$ cat config.mk
export PLATFORM = sky130hd
export DESIGN_NAME = mips_mdu
export DESIGN_NICKNAME = d
export VERILOG_FILES = /design/src/rtl/mips_mdu_pkg.sv /design/src/rtl/mips_mdu_negate.sv /design/src/rtl/mips_mdu.sv
export SDC_FILE = /design/constraint.sdc
export NUM_CORES = 1
export LEC_CHECK = 0
export BUFFER_PORTS_ARGS = -buffer_cell sky130_fd_sc_hd__buf_2
export CORE_ASPECT_RATIO = 1.25
export CORE_UTILIZATION = 55
export DETAILED_ROUTE_END_ITERATION = 12
export PLACE_DENSITY = 0.77
export SLEW_MARGIN = 20
export SYNTH_ARGS = -nofsm -noshare
export SYNTH_HDL_FRONTEND = slang
export SYNTH_HIERARCHICAL = 1
export SYNTH_SLANG_ARGS = --single-unit
$ cat constraint.sdc
create_clock -name clk -period 8.8 [get_ports clk]
set_clock_uncertainty 0.2 [all_clocks]
set_input_delay 1.76 -clock clk [delete_from_list [all_inputs] [get_ports clk]]
set_output_delay 1.76 -clock clk [all_outputs]
set_load 0.02 [all_outputs]
$ cat src/rtl/mips_mdu_pkg.sv
// Shared types for the MIPS multiply/divide unit: op encodings, FSM states
// and small op-decode helpers.
package mips_mdu_pkg;

  typedef enum logic [1:0] {
    MDU_MULT  = 2'b00,
    MDU_MULTU = 2'b01,
    MDU_DIV   = 2'b10,
    MDU_DIVU  = 2'b11
  } mdu_op_t;

  typedef enum logic [1:0] {
    IDLE = 2'b00,
    CALC = 2'b01,
    FIX  = 2'b10
  } mdu_state_t;

  // Bit 0 clear selects the signed flavour (MULT, DIV).
  function automatic logic op_is_signed(mdu_op_t o);
    return ~o[0];
  endfunction

  // Bit 1 set selects a divide (DIV, DIVU).
  function automatic logic op_is_div(mdu_op_t o);
    return o[1];
  endfunction

endpackage

$ cat src/rtl/mips_mdu_negate.sv
// Conditional two's complement: out = neg ? -in : in.
module mips_mdu_negate #(
  parameter int W = 32
) (
  input  logic [W-1:0] in_val,
  input  logic         neg,
  output logic [W-1:0] out_val
);

  // Negate by invert-plus-one when requested, pass through otherwise.
  always_comb begin
    out_val = neg ? (~in_val + W'(1)) : in_val;
  end

endmodule

$ cat src/rtl/mips_mdu.sv
// Iterative multiply/divide unit with architectural HI/LO. Operands are
// reduced to magnitudes at launch, iterated unsigned for WIDTH cycles
// (shift-add multiply / restoring divide), then sign-corrected in FIX.
module mips_mdu
  import mips_mdu_pkg::*;
#(
  parameter int WIDTH = 32
) (
  input  logic             clk,
  input  logic             rst_n,
  input  logic             start,
  input  logic [1:0]       op,
  input  logic [WIDTH-1:0] a,
  input  logic [WIDTH-1:0] b,
  input  logic             hi_we,
  input  logic             lo_we,
  input  logic [WIDTH-1:0] wdata,
  output logic             busy,
  output logic             done,
  output logic [WIDTH-1:0] hi,
  output logic [WIDTH-1:0] lo
);

  localparam int CW = $clog2(WIDTH);
  localparam int AW = 2 * WIDTH;

  mdu_state_t       state_q, state_d;
  logic [CW-1:0]    cnt_q, cnt_d;
  mdu_op_t          op_q, op_d;
  logic [WIDTH-1:0] opnd_q, opnd_d;   // |a| for multiply, |b| for divide
  logic [AW-1:0]    acc_q, acc_d;     // {partial hi / remainder, multiplier / dividend->quotient}
  logic             neg_res_q, neg_res_d;
  logic             neg_rem_q, neg_rem_d;
  logic             div0_q, div0_d;
  logic [WIDTH-1:0] araw_q, araw_d;   // raw dividend, returned in HI on divide-by-zero
  logic [WIDTH-1:0] hi_q, hi_d;
  logic [WIDTH-1:0] lo_q, lo_d;
  logic             done_q, done_d;

  mdu_op_t          op_in;
  logic             a_neg, b_neg, last;
  logic [WIDTH-1:0] a_abs, b_abs, quo_fix, rem_fix;
  logic [AW-1:0]    prod_fix;
  logic [WIDTH:0]   mul_sum, div_shift, div_trial;
  logic             div_ok;
  logic [AW-1:0]    mul_next, div_next;

  assign op_in = mdu_op_t'(op);
  assign a_neg = op_is_signed(op_in) & a[WIDTH-1];
  assign b_neg = op_is_signed(op_in) & b[WIDTH-1];
  assign last  = (cnt_q == CW'(WIDTH - 1));

  mips_mdu_negate #(.W(WIDTH)) u_abs_a (.in_val(a), .neg(a_neg), .out_val(a_abs));
  mips_mdu_negate #(.W(WIDTH)) u_abs_b (.in_val(b), .neg(b_neg), .out_val(b_abs));
  mips_mdu_negate #(.W(AW))    u_prod  (.in_val(acc_q), .neg(neg_res_q), .out_val(prod_fix));
  mips_mdu_negate #(.W(WIDTH)) u_quo   (.in_val(acc_q[WIDTH-1:0]), .neg(neg_res_q), .out_val(quo_fix));
  mips_mdu_negate #(.W(WIDTH)) u_rem   (.in_val(acc_q[AW-1:WIDTH]), .neg(neg_rem_q), .out_val(rem_fix));

  // One iteration step for each algorithm; the FSM picks which one lands.
  always_comb begin
    // Shift-add: add multiplicand into the upper half when the multiplier LSB is set, then shift right.
    mul_sum   = {1'b0, acc_q[AW-1:WIDTH]} + {1'b0, (acc_q[0] ? opnd_q : '0)};
    mul_next  = {mul_sum, acc_q[WIDTH-1:1]};
    // Restoring: shift next dividend bit into the remainder, keep the subtraction if it did not borrow.
    div_shift = {acc_q[AW-1:WIDTH], acc_q[WIDTH-1]};
    div_trial = div_shift - {1'b0, opnd_q};
    div_ok    = ~div_trial[WIDTH];
    div_next  = {(div_ok ? div_trial[WIDTH-1:0] : div_shift[WIDTH-1:0]),
                 acc_q[WIDTH-2:0], div_ok};
  end

  // FSM state register.
  always_ff @(posedge clk or negedge rst_n) begin
    if (!rst_n) state_q <= IDLE;
    else        state_q <= state_d;
  end

  // FSM next state: IDLE -> CALC on start, WIDTH iterations, one FIX cycle.
  always_comb begin
    state_d = state_q;
    case (state_q)
      IDLE:    if (start) state_d = CALC;
      CALC:    if (last)  state_d = FIX;
      FIX:     state_d = IDLE;
      default: state_d = IDLE;
    endcase
  end

  // FSM outputs: busy covers the iteration cycles only; done is the registered FIX pulse.
  always_comb begin
    busy = (state_q == CALC);
    done = done_q;
    hi   = hi_q;
    lo   = lo_q;
  end

  // Datapath next values: launch latch, iteration, result write-back, MTHI/MTLO.
  always_comb begin
    cnt_d     = cnt_q;
    op_d      = op_q;
    opnd_d    = opnd_q;
    acc_d     = acc_q;
    neg_res_d = neg_res_q;
    neg_rem_d = neg_rem_q;
    div0_d    = div0_q;
    araw_d    = araw_q;
    hi_d      = hi_q;
    lo_d      = lo_q;
    done_d    = 1'b0;
    case (state_q)
      IDLE: begin
        if (start) begin
          op_d      = op_in;
          cnt_d     = '0;
          neg_res_d = a_neg ^ b_neg;
          neg_rem_d = a_neg;
          div0_d    = op_is_div(op_in) & (b == '0);
          araw_d    = a;
          if (op_is_div(op_in)) begin
            opnd_d = b_abs;
            acc_d  = {{WIDTH{1'b0}}, a_abs};
          end else begin
            opnd_d = a_abs;
            acc_d  = {{WIDTH{1'b0}}, b_abs};
          end
        end else begin
          // MTHI/MTLO only land when no operation is being launched.
          if (hi_we) hi_d = wdata;
          if (lo_we) lo_d = wdata;
        end
      end
      CALC: begin
        acc_d = op_is_div(op_q) ? div_next : mul_next;
        cnt_d = last ? '0 : cnt_q + CW'(1);
      end
      FIX: begin
        done_d = 1'b1;
        if (op_is_div(op_q)) begin
          if (div0_q) begin
            lo_d = '1;
            hi_d = araw_q;
          end else begin
            lo_d = quo_fix;
            hi_d = rem_fix;
          end
        end else begin
          {hi_d, lo_d} = prod_fix;
        end
      end
      default: ;
    endcase
  end

  // Datapath registers; reset aborts any operation in flight.
  always_ff @(posedge clk or negedge rst_n) begin
    if (!rst_n) begin
      cnt_q     <= '0;
      op_q      <= MDU_MULT;
      opnd_q    <= '0;
      acc_q     <= '0;
      neg_res_q <= 1'b0;
      neg_rem_q <= 1'b0;
      div0_q    <= 1'b0;
      araw_q    <= '0;
      hi_q      <= '0;
      lo_q      <= '0;
      done_q    <= 1'b0;
    end else begin
      cnt_q     <= cnt_d;
      op_q      <= op_d;
      opnd_q    <= opnd_d;
      acc_q     <= acc_d;
      neg_res_q <= neg_res_d;
      neg_rem_q <= neg_rem_d;
      div0_q    <= div0_d;
      araw_q    <= araw_d;
      hi_q      <= hi_d;
      lo_q      <= lo_d;
      done_q    <= done_d;
    end
  end

endmodule

==> impl_metrics.csv <==
group,metric,value,unit
status,status,"completed",
worst_setup_path,crit_chain,"nand2b_2, buf_4, clkinv_1, buf_2",
routing,viasPerCell,6.442,
place,dpl_worst_slack,4.534,ns
timing,slew_headroom,23.72,%
timing,timing.final.crit_period,4.651,ns
yosys,synth_largest_area_cell,"dfrtp_1",
pwr,p_sw,4.598,mW
worst_setup_path,cp_slowest_cell,"buf_4",
worst_setup_path,critical_path_class,"reg2out",
cells_and_area,area_growth,8.897,%
global_routing,grt.total_usage,35.89,%
global_routing,grt_max_degree,111,
pwr,clockPowerShare,11.4,%
floorplan,start_util,56.03,%
yosys,ys_ff_latch,204,
routing,drt-pass1-iter-count,6,
clock_network,clockBufferDepth,3,
place,dp_hpwl,48380,um
yosys,synthXorXnorAreaFrac,10.66,%
timing,finalMaxSlewViolations,0,
floorplan,coreArea,34610,um2
timing,layout_setup_ws,4.149,ns
routing,num_vias,19000,
global_routing,grt_pass1_vias,17790,
routing,route.detailed.drc,0,
worst_setup_path,cp.required,6.84,ns
timing,finalSetupViolCount,0,
floorplan,die_w,170.0,um
yosys,synth_top_area_share,26.32,%
yosys,yosysWarningCount,6,
clock_network,root_buffer,"clkbuf_16",
yosys,ys_types,92,
job,maxCapViolations,0,
cells_and_area,drive_gt1_share,14.68,%
clock_network,cts_resized,0,
timing,worst_pin_slew,1.139,ns
yosys,synth_top_family_by_area,"compound AO/OA/AOI/OAI gates",
routing,drt_wl_total,65370,um
routing,ant_nets,0,
yosys,yosys-mux-area-fraction,6.974,%
yosys,synthesis.area,19390,um2
yosys,synthAdderAreaFrac,4.787,%
clock_network,tritoncts,"done",
yosys,yosysMostFrequentCell,"nand2_1",
yosys,synth_edf_count,0,
clock_network,htree_levels,1,
yosys,synth_async_sr_flop_share,100.0,%
yosys,syn_nets,2579,
floorplan,rows,76,
yosys,postSynthAreaPerCell,8.071,um2
yosys,ys.flop_type,"dfrtp_1",
floorplan,ioPinCount,169,
global_routing,antenna_found_initial,4,
yosys,synth_area_leaders,"dfrtp_1 (26%), xnor2_1 (9.6%), nand2_1 (6.9%), o21ai_0 (6.2%), mux2i_1 (5.1%)",
yosys,synth_common_cells,"nand2_1 (357), o21ai_0 (241), xnor2_1 (213)",
pwr,ir_drop,0.2880,mV
global_routing,overflow,0,
yosys,seq_area_frac_synth,26.32,%
clock_network,hold_buffers,0,
worst_setup_path,cp_max_fo,70,
pwr,cellLeakagePower,8.755,nW
floorplan,die_h,211.9,um
clock_network,path_clk_slew,0.06,ns
worst_setup_path,arrival,2.69,ns
global_routing,grt_pass1_wl,100300,um
worst_setup_path,crit_path_end_kind,"output port",
floorplan,die_area,36020,um2
worst_setup_path,cp-start-kind,"flip-flop",
yosys,synth-compound-area-share,24.68,%
place,io_buffers,168,
timing,hold_violations,0,
worst_setup_path,max_stage_delay,0.61,ns
cells_and_area,fin_nets,2640,
pwr,seqPwrFrac,26.2,%
timing,fin_tns_setup,0,ns
pwr,swShare,52.47,%
hold_path,hp-class,"reg2reg",
timing,fmax,215.0,MHz
routing,wire_per_inst,22.17,um
pwr,internal_power,4.165,mW
pwr,p_comb_share,62.5,%
clock_network,cts_setup_buffers,0,
clock_network,cts_made_buffers,23,
clock_network,cts_sinks,204,
timing,rsz0062_at_grt,"no",
routing,drt_iter0_drc,1680,
yosys,synthSimpleGateAreaFrac,21.88,%
timing,layout_worst_path_cycle_share,52.85,%
pwr,powerDensity,414.9,nW/um2
clock_network,clkLatencyLatePin,0.55,ns
place,gp_congestion,0.9914,
yosys,synth_cells,2403,
## cells in the final DEF (no fill, tap or decap), types with 17 or more instances in the layout
| cell | count |
|---|---|
| xor2_1 | 23 |
| a211oi_1 | 41 |
| o41ai_1 | 29 |
| mux2_2 | 33 |
| nor4_4 | 17 |
| nand4_1 | 27 |
| buf_4 | 18 |
| nor3_1 | 19 |
| and2_1 | 38 |
| buf_2 | 167 |
| mux2i_1 | 98 |
| o21ai_0 | 241 |
| clkbuf_16 | 23 |
| nand3_1 | 30 |
| xnor2_1 | 213 |
| a21oi_1 | 166 |
| a21o_1 | 30 |
| o31ai_1 | 60 |
| ha_1 | 71 |
| o22ai_1 | 33 |
| inv_1 | 59 |
| o41ai_2 | 20 |
| nor2_1 | 156 |
| nor4_1 | 18 |
| dfrtp_1 | 201 |
| or3_1 | 21 |
| nand2_1 | 356 |
| nand2b_1 | 29 |
## flip-flops by register name, summed over array words and instances, names as in the netlist
signal and flops:
lo 32, neg_rem_q 1, neg_res_q 1, div0_q 1, opnd_q 32, state_q 2
op_q 1, cnt_q 5, acc_q 64, done 1, araw_q 32, hi 32
## metrics by stage
stage	cell area (um2)	hold slack, ns	utilization, %	power, mW	std cells
after floorplan	19390	0.2429	-	6.191	2403
after detailed placement	20360	0.2647	58.82	7.616	2907
after global routing	21120	0.3002	61.01	9.371	2949
after CTS	21120	0.2795	61.01	8.629	2948
after global placement	20340	0.2557	58.75	7.473	2906
final	21120	0.2757	61.01	8.763	2949
## final timing paths
path | depth (start not counted) | slack, ns | end | startpoint
min reg2reg | 2 | 0.28 | lo[1] | lo[1]
max reg2reg | 9 | 4.41 | acc_q[0] | acc_q[38]
max | 4 | 4.15 | busy | state_q[1]
min | 2 | 0.28 | lo[1] | lo[1]
max in group asynchronous | 2 | 5.93 | acc_q[46] | rst_n
min in group asynchronous | 1 | 1.10 | lo[27] | rst_n
## power groups by stage
stage / Sequential (mW) / Clock, mW / Combinational [mW]
after detailed placement: 2.27 / 0 / 5.35
after global placement: 2.24 / 0 / 5.23
after floorplan: 2.09 / 0 / 4.11
after CTS: 2.25 / 1.00 / 5.38
final: 2.29 / 0.996 / 5.47
after global routing: 2.33 / 1.04 / 6.01
## area by class of cell
cell class                 count  area [um2]
tap                          468       585.6
sequential                   204        5111
inverter                      60       225.2
antenna                        1       2.502
multi-input combinational   1988       13430
clock buffer                  28       644.4
timing repair buffer         187        1005
clock inverter                13       113.9
fill                        3146       13490
## worst max-delay path: cells and delay by family, from the launching register on
kind | cells | cell delay (ns)
buffers and inverters | 3 | 1.40
and+or+nand+nor | 1 | 0.18
DFF | 1 | 0.55
## layer usage
metal | GRT usage [%] | up-vias | wire length [um]
li1 | - | 8811 | -
met2 | 57.62 | 931 | 29130
met4 | 22.77 | 4 | 4873
met3 | 6.113 | 269 | 5385
met1 | 44.57 | 8983 | 25950
met5 | 0 | - | 31
## cell families after synthesis
kind of cell / count (synthesis)
compound gates: 733
xor+xnor: 236
flops: 204
fa+ha+maj: 73
simple gates: 815
mux: 131
buf+inv: 211
Note: power is estimated with default switching activity, not from simulation.
